### src/rtl/ddr2_fifo_pkg.sv
// rtl/ddr2_fifo_pkg.sv - shared DDR2 data-path widths, state type and ratio helpers
package ddr2_fifo_pkg;

  localparam int DDR2_DI_WIDTH = 64;
  localparam int DDR2_DO_WIDTH = 32;

  typedef enum logic {
    DFO_IDLE  = 1'b0,
    DFO_SHIFT = 1'b1
  } dfo_state_t;

  function automatic int clog2(input int value);
    int r;
    int v;
    r = 0;
    v = value - 1;
    while (v > 0) begin
      r = r + 1;
      v = v >> 1;
    end
    return r;
  endfunction

  function automatic int ratio_of(input int wide_w, input int narrow_w);
    return wide_w / narrow_w;
  endfunction

  // Shared with the write-path packer: wide word must split evenly into >= 2 slices.
  function automatic bit ratio_legal(input int wide_w, input int narrow_w);
    return (narrow_w > 0) && (wide_w % narrow_w == 0) && (wide_w / narrow_w >= 2);
  endfunction

endpackage

### src/rtl/data_format_out.sv
// rtl/data_format_out.sv - DDR2 read-path width down-converter, MSB slice first
module data_format_out
  import ddr2_fifo_pkg::*;
#(
  parameter int  DI_WIDTH = DDR2_DI_WIDTH,
  parameter int  DO_WIDTH = DDR2_DO_WIDTH,
  localparam int RATIO    = ratio_of(DI_WIDTH, DO_WIDTH),
  localparam int CNT_W    = clog2(RATIO + 1)
) (
  input  logic                clk,
  input  logic                reset,
  input  logic [DI_WIDTH-1:0] din,
  input  logic [CNT_W-1:0]    din_cnt,
  input  logic                din_valid,
  output logic                din_ready,
  output logic [DO_WIDTH-1:0] dout,
  output logic                dout_vd,
  input  logic                dout_ready,
  output logic                busy
);

  generate
    if (!ratio_legal(DI_WIDTH, DO_WIDTH)) begin : g_illegal_ratio
      $error("data_format_out: DI_WIDTH must be a multiple of DO_WIDTH with ratio >= 2");
    end
  endgenerate

  dfo_state_t          state;
  logic [DI_WIDTH-1:0] buffer;
  logic [CNT_W-1:0]    remaining;
  logic [CNT_W-1:0]    n_eff;
  logic [DI_WIDTH-1:0] load_buf;
  logic                accept;
  logic                consume;

  // Out-of-range counts mean a full word; left-justify so the first valid slice is on top.
  always_comb begin
    n_eff    = din_cnt;
    load_buf = '0;
    if (din_cnt == '0 || din_cnt > CNT_W'(RATIO)) begin
      n_eff = CNT_W'(RATIO);
    end
    load_buf = din << (DO_WIDTH * (RATIO - int'(n_eff)));
  end

  assign din_ready = !reset && ((state == DFO_IDLE) ||
                                (remaining == CNT_W'(1) && dout_ready));
  assign accept    = din_valid && din_ready;
  assign consume   = dout_vd && dout_ready;
  assign busy      = dout_vd;

  always_ff @(posedge clk) begin
    if (reset) begin
      state     <= DFO_IDLE;
      buffer    <= '0;
      remaining <= '0;
      dout      <= '0;
      dout_vd   <= 1'b0;
    end else if (accept) begin
      buffer    <= load_buf;
      dout      <= load_buf[DI_WIDTH-1 -: DO_WIDTH];
      remaining <= n_eff;
      dout_vd   <= 1'b1;
      state     <= DFO_SHIFT;
    end else if (consume) begin
      if (remaining > CNT_W'(1)) begin
        buffer    <= buffer << DO_WIDTH;
        dout      <= buffer[DI_WIDTH-DO_WIDTH-1 -: DO_WIDTH];
        remaining <= remaining - CNT_W'(1);
      end else begin
        remaining <= '0;
        dout_vd   <= 1'b0;
        state     <= DFO_IDLE;
      end
    end
  end

endmodule

### config.mk
export PLATFORM = sky130hd
export DESIGN_NAME = data_format_out
export DESIGN_NICKNAME = d
export VERILOG_FILES = /design/src/rtl/ddr2_fifo_pkg.sv /design/src/rtl/data_format_out.sv
export SDC_FILE = /design/constraint.sdc
export NUM_CORES = 1
export LEC_CHECK = 0
export ABC_AREA = 1
export BUFFER_PORTS_ARGS = -buffer_cell sky130_fd_sc_hd__buf_4
export CORE_UTILIZATION = 46
export DETAILED_ROUTE_END_ITERATION = 10
export PLACE_DENSITY = 0.78
export SLEW_MARGIN = 25
export SYNTH_ARGS = -nofsm -noshare
export SYNTH_HDL_FRONTEND = slang
export SYNTH_SLANG_ARGS = --single-unit
### constraint.sdc
create_clock -name clk -period 4.3 [get_ports clk]
set_clock_uncertainty 0.15 [all_clocks]
set_input_delay 0.86 -clock clk [delete_from_list [all_inputs] [get_ports clk]]
set_output_delay 0.86 -clock clk [all_outputs]
set_load 0.01 [all_outputs]
* Word level (Yosys, flattened, before mapping)
Cells that the tools add are included.
Cells by class: add/subtract/negate cells 2, $lt $le $gt $ge 2, equal/unequal tests 2, shifts and indexed selects 1, muxes and demuxes 13, bitwise logic cells 1, reductions and logical operators 12
Operators by type and width (number):
- $mux 32 | 6
- $shl 64x32->64 | 1
- $mux 2 | 4
- $logic_and 1x1->1 | 4
- $reduce_and 2->1 | 2
- $reduce_bool 2->1 | 2
- $mux 1 | 3
- $sub 2x2->3 const A | 1
- $eq 2x1->1 const B | 1
- $gt 2x1->1 const B | 1
- $gt 2x2->1 const B | 1
- $logic_not 2->1 | 1
- $logic_or 1x1->1 | 2
- $ne 2x2->1 const B | 1
- $sub 2x1->2 const B | 1
- $logic_not 1->1 | 1
- $not 1->1 | 1
Word-level totals: register bits after elaboration 67, input port bits 70, output and inout port bits 35, logic and storage cells 37

* Depth between registers and ports, before layout
Gate-level depths: netlist of the first run.
depth after elaboration 7, gate-level depth with buffers 10

* Worst setup path after synthesis of the first run
No wires, ideal clock.
path type input -> output, start point input port reset, end point output port din_ready, arrival 1.418 ns, data required time 3.290 ns, setup slack 1.872 ns, stages 5, buffers on the path 2, cell sequence inv_1 -> nand2_1 -> nor2_1 -> buf_6 -> buf_6
Between the ends: cells in the longest elaborated chain, start to end 2
RTL lines:
- from (decl) | RTL line data_format_out.sv:11 | input logic reset,
- $logic_not 1->1 | RTL line data_format_out.sv:46 | assign din_ready = !reset && ((state == DFO_IDLE) ||
- $logic_and 1x1->1 | RTL line data_format_out.sv:46
- to (decl) | RTL line data_format_out.sv:15 | output logic din_ready,
Every way passes these cells.

* Final worst setup path of the first run
Ends and elaborated chain as after synthesis.

==> flow_summary.yaml, run 1 <==
run_status:
  status: "finished, final reports clean"
timing:
  tightest_slew_ns: 0.866
  setup_slack_ns: 1.31
  fin_crit_ns: 2.99
  rsz0062_at_grt: "false"
  setup_viol: 0
  min_period_over_period: 0.695
  hold_viol_final: 0
  max_freq_mhz: 334
  final.setup.tns_ns: 0
  slew_headroom: 0.422
  drv_slew: 0
setup_path:
  reg2reg_depth: 7
  crit_end: "din_ready"
  r2r-start: "state"
  critPathRequiredTime_ns: 3.29
  critical_path_class: "in -> out"
  cp-start-kind: "primary input"
  cp-startpoint: "reset"
  cp_max_fo: 66
  cp-end-kind: "primary output"
  setup.reg_to_reg.worst_slack_ns: 1.75
  arrival_ns: 1.98
  reg2reg_to: "remaining[0]"
logic_synthesis:
  synth_fp_nets: 703
  synthAdderAreaFrac: 0
  yosysSeqAreaShare: 0.343
  synth_top_family_by_area: "simple AND/OR/NAND/NOR gates"
  netlist.top_cell.by_area: "dfxtp_1"
  yosys_warnings: 0
  synthTopCellsByArea: "dfxtp_1 (34%), nand2_1 (20%), nand3_1 (17%)"
  synth_compound_area_frac: 0.0868
  muxShareOfSynthArea: 0
  synthXorXnorAreaFrac: 0
  yosysUniqueCellTypes: 16
  avgSynthCellArea_sq_um: 6.17
  yosys.area_share.simple: 0.407
  synth.top_cell.area_share: 0.343
  syn_inst: 633
  yosys_register_bits: 67
  synth_area_sq_um: 3900
placed_design:
  gp_congestion: 0.787
  place_hpwl_microns: 6410
  placed_cell_area_sq_um: 4520
  dp_cells: 795
  place_ws_ns: 1.19
  port_buffers: 104
power:
  p_int_w: 0.00112
  p_leak_nw: 2.43
  pwr-share-comb: 0.197
  p_switching_w: 0.000441
  p_per_area_nw_per_um2: 329
  clock_power_share: 0.366
  share_seq_of_total_power: 0.437
  swShare: 0.283
  vdd_drop_max_uv: 183
global_routing:
  antenna_found_initial: 0
  grt_overflow_total: 0
  grt_pass1_wl_microns: 16100
  grt_pass1_vias: 3584
  grt.total_usage: 0.226
  grt_max_degree: 67
routing:
  drt_first_pass_iters: 4
  vias: 4085
  wl_microns: 9970
  ant_nets: 0
  drc: 0
  routed_via_density: 5.04
  drt_iter0_drc: 228
  wl_per_cell_microns: 12.3
cts:
  cts_resized: 0
  path_clk_slew_ns: 0.07
  cts_sinks: 67
  cts_tree: "done"
  cts_setup_buffers: 0
  clockRootBuffer: "clkbuf_8"
  ctsLongestPathBuffers: 2
  htree_levels: 3
  insertion_delay_ns: 0.33
  cts_made_buffers: 9
  cts_hold_buf: 0
layout:
  nets: 771
  antenna-diode-count: 0
  instances_no_fill: 811
  area_delta_synth_final_pct: 21.2
  stdcell_area_sq_um: 4730
  layout-drive-gt1-share: 0.191
die:
  fp.dieW_microns: 94.1
  initial_core_util: 0.475
  dieArea_sq_um: 8860
  pin_count: 105
  die_y_microns: 94.1
  rows: 33
  core_area_sq_um: 8220
run:
  drv_cap: 0
hold_path:
  min_path_type: "reg -> reg"
[per-stage QoR]
step           utilization  hold WS (ns)  power, W
2_1_floorplan            -         0.307  0.000895
6_report             0.576         0.331   0.00156
3_5_place_dp         0.550         0.322   0.00100
3_3_place_gp         0.549         0.317  0.000994
4_1_cts              0.576         0.332   0.00156
5_1_grt              0.576         0.348   0.00163
[layout make-up]
class | instances | area [sq um]
Clock buffer | 9 | 124
Clock inverter | 7 | 92.6
Fill cell | 824 | 3480
Inverter | 73 | 275
Multi-Input combinational cell | 441 | 1950
Sequential cell | 67 | 1340
Tap cell | 105 | 131
Timing Repair Buffer | 109 | 818
[cell usage after synthesis]
cell type  number
buf_4           7
nand4_1         1
dfxtp_1        67
buf_1           1
buf_6          16
a21oi_1        66
buf_2          16
nor2_4          2
nand3_1       130
a21oi_2         1
clkbuf_1       12
nand2_2         2
inv_1          71
inv_2           2
nand2_1       204
nor2_1         35
[critical path: stages]
cell     delay, ns
buf_4         0.53
inv_1         0.22
nand2_1       0.16
nor2_4        0.06
buf_4         0.14
[worst min-delay path by stage]
stage,from,end,slack [ns],depth (start not counted)
final,buffer[2],buffer[2],0.33,2
after global placement,buffer[17],buffer[17],0.32,2
after floorplan,buffer[0],buffer[0],0.31,2
after CTS,buffer[2],buffer[2],0.33,2
after detailed placement,buffer[22],buffer[22],0.32,2
after global routing,buffer[23],buffer[23],0.35,2
[state kept, by name, summed over array words and instances (netlist names)]
signal	count
buffer	32
dout	32
state	1
remaining	2
[layout by cell type, fill, tap and decap left out]
cell	Yosys	layout
nand4_1	1	1
dfxtp_1	67	67
a21oi_2	1	1
buf_4	7	109
inv_2	2	1
clkinv_4	0	2
bufinv_16	0	2
nor2_1	35	34
nand3_1	130	129
clkbuf_8	0	9
clkinv_2	0	4
nor2_4	2	3
a21oi_1	66	66
nand3_4	0	1
nand2_1	204	203
inv_1	71	71
nand2_2	2	3
[power by group through the flow]
stage / Sequential, W / Clock (W) / Combinational [W]
global route: 0.000685 / 0.000605 / 0.000344
CTS: 0.000681 / 0.000576 / 0.000307
floorplan: 0.000700 / 0 / 0.000195
global placement: 0.000695 / 0 / 0.000299
detailed placement: 0.000696 / 0 / 0.000306
finish: 0.000681 / 0.000570 / 0.000307
[cell families (layout without fill, tap and decap cells)]
| logic type | count (synthesis) | after routing |
|---|---|---|
| flip-flops | 67 | 67 |
| AO/OA/AOI/OAI | 67 | 67 |
| buffers and inverters | 125 | 198 |
| AND/OR/NAND/NOR | 374 | 374 |
[routing by layer]
metal | GRT usage | vias to the layer above | routed length [microns]
met5 | 0 | - | 0
met4 | 0.0833 | 0 | 136
met3 | 0.0299 | 11 | 440
met2 | 0.386 | 102 | 4830
met1 | 0.289 | 1852 | 4560
li1 | - | 2120 | -
Power figures use the tool's default switching activity.
==> run 2: changes to the inputs <==
==> constraint.sdc (replaced) <==
create_clock -name clk -period 3.1 [get_ports clk]
set_clock_uncertainty 0.15 [all_clocks]
set_input_delay 0.62 -clock clk [delete_from_list [all_inputs] [get_ports clk]]
set_output_delay 0.62 -clock clk [all_outputs]
set_load 0.01 [all_outputs]
==> run 2 against run 1 <==
Wire length up 4.8%; largest power group unchanged; largest cell class unchanged; flip-flop and latch count unchanged; critical endpoint unchanged; cell count up 0.62%; combinational power up 44%.
==> flow_summary.yaml, run 2 (synthesized netlist as in run 1, its figures left out) <==
global_routing:
  grt.total_usage: 0.233
  grt_overflow_total: 0
  grt_pass1_vias: 3601
  grt_pass1_wl_microns: 16400
  grt_max_degree: 66
  antenna_found_initial: 0
routing:
  vias: 4181
  drt_first_pass_iters: 5
  ant_nets: 0
  drt_iter0_drc: 274
  wl_microns: 10400
  routed_via_density: 5.12
  wl_per_cell_microns: 12.8
  drc: 0
timing:
  hold_slack_ns: 0.329
  max_freq_mhz: 431
  final.setup.tns_ns: 0
  setup_viol: 0
  min_period_over_period: 0.749
  tightest_slew_ns: 0.881
  drv_slew: 0
  fin_crit_ns: 2.32
  slew_headroom: 0.412
  setup_slack_ns: 0.779
  hold_viol_final: 0
  rsz0062_at_grt: "false"
setup_path:
  cpMostUsedCell: "buf_4"
  setup.reg_to_reg.worst_slack_ns: 0.92
  reg2reg_depth: 5
  cp_cell_sequence: "buf_4 -> inv_1 -> nand2_1 -> nor2_4 -> buf_4"
  cp-start-kind: "primary input"
  critical_path_class: "in -> out"
  cpPeakStageDelay_ns: 0.39
  crit_family: "simple AND/OR/NAND/NOR gates"
  crit_buf_inv: 3
  critPathRequiredTime_ns: 2.33
  reg2reg_to: "dout[9]"
  crit_slowest_cell: "nor2_4"
  cp-end-kind: "primary output"
  arrival_ns: 1.55
  cp_max_fo: 21
  r2r-start: "state"
cts:
  cts_sinks: 67
  insertion_delay_ns: 0.34
  htree_levels: 3
  ctsLongestPathBuffers: 2
  clockRootBuffer: "clkbuf_8"
  cts_made_buffers: 9
  cts_setup_buffers: 0
  cts_tree: "done"
  cts_hold_buf: 0
  path_clk_slew_ns: 0.07
  cts_resized: 0
die:
  initial_core_util: 0.475
  dieArea_sq_um: 8860
  core_area_sq_um: 8220
  die_y_microns: 94.1
  rows: 33
  fp.dieW_microns: 94.1
  pin_count: 105
layout:
  area_delta_synth_final_pct: 23.4
  seq_area_sq_um: 1340
  multi_input_comb_area_sq_um: 1950
  final_cell_mix: "nand2_1 (204), nand3_1 (129), buf_4 (112)"
  nets: 776
  antenna-diode-count: 0
  fill_cells: 753
  layout_commonest_cell: "nand2_1"
  top_regs: "buffer x32, dout x32, remaining x2"
  layout-drive-gt1-share: 0.195
  stdcell_area_sq_um: 4820
power:
  p_leak_nw: 2.47
  p_per_area_nw_per_um2: 469
  vdd_drop_max_uv: 227
  finalPower_w: 0.00226
hold_path:
  hold_depth: 2
  min_path_type: "reg -> reg"
  hold_path_end: "buffer[25]"
  hold_start: "buffer[25]"
placed_design:
  placed_cell_area_sq_um: 4580
  port_buffers: 104
  place_ws_ns: 0.773
  gp_congestion: 0.907
  place_hpwl_microns: 6790
run_status:
  status: "finished, final reports clean"
run:
  drv_cap: 0
==> run 2: cell types whose count changed in the layout (fill, tap and decap cells not counted), sizes merged <==
cell / previous run / this run
clkinv: 6 / 4
buf: 109 / 114
clkinvlp: 0 / 1
bufinv: 2 / 3
==> run 2: worst max-delay path by stage <==
stage / endpoint / slack (ns) / startpoint / depth (start not counted)
2_1_floorplan: din_ready / 1.15 / reset / 5
3_3_place_gp: din_ready / 0.83 / reset / 5
3_5_place_dp: din_ready / 0.77 / reset / 5
4_1_cts: din_ready / 0.78 / reset / 5
5_1_grt: din_ready / 0.70 / reset / 5
6_report: din_ready / 0.78 / reset / 5
==> run 2: through the flow <==
stage / cells / utilization
6_report: 816 / 0.586
5_1_grt: 816 / 0.586
4_1_cts: 816 / 0.586
3_5_place_dp: 800 / 0.557
3_3_place_gp: 800 / 0.557
2_1_floorplan: 633 / -
==> run 2: routing by layer <==
metal | vias up | track usage | routed length [microns]
met4 | 0 | 0.0923 | 131
met3 | 12 | 0.0324 | 557
met1 | 1899 | 0.297 | 4560
li1 | 2130 | - | -
met2 | 140 | 0.395 | 5200
met5 | - | 0 | 0
==> run 2: final cells by class <==
type	instances	share of cell area
Sequential cell	67	0.278
Clock inverter	7	0.0242
Tap cell	105	0.0273
Inverter	73	0.0571
Timing Repair Buffer	114	0.183
Multi-Input combinational cell	441	0.404
Clock buffer	9	0.0257
==> run 2: worst register-to-register path, stage by stage, from the launching register on <==
cell	delay, ns
dfxtp_1	0.46
nand2_2	0.13
nor2_4	0.11
clkinv_2	0.68
nand3_1	0.40
a21oi_1	0.11
==> run 2: report_power, final <==
part / leakage [nW] / switching, W / total, W / internal [W]
logic: 1.81 / 0.000246 / 0.000441 / 0.000194
clock network: 0.119 / 0.000342 / 0.000875 / 0.000532
registers: 0.548 / 0.0000321 / 0.000945 / 0.000913
total: 2.47 / 0.000621 / 0.00226 / 0.00164
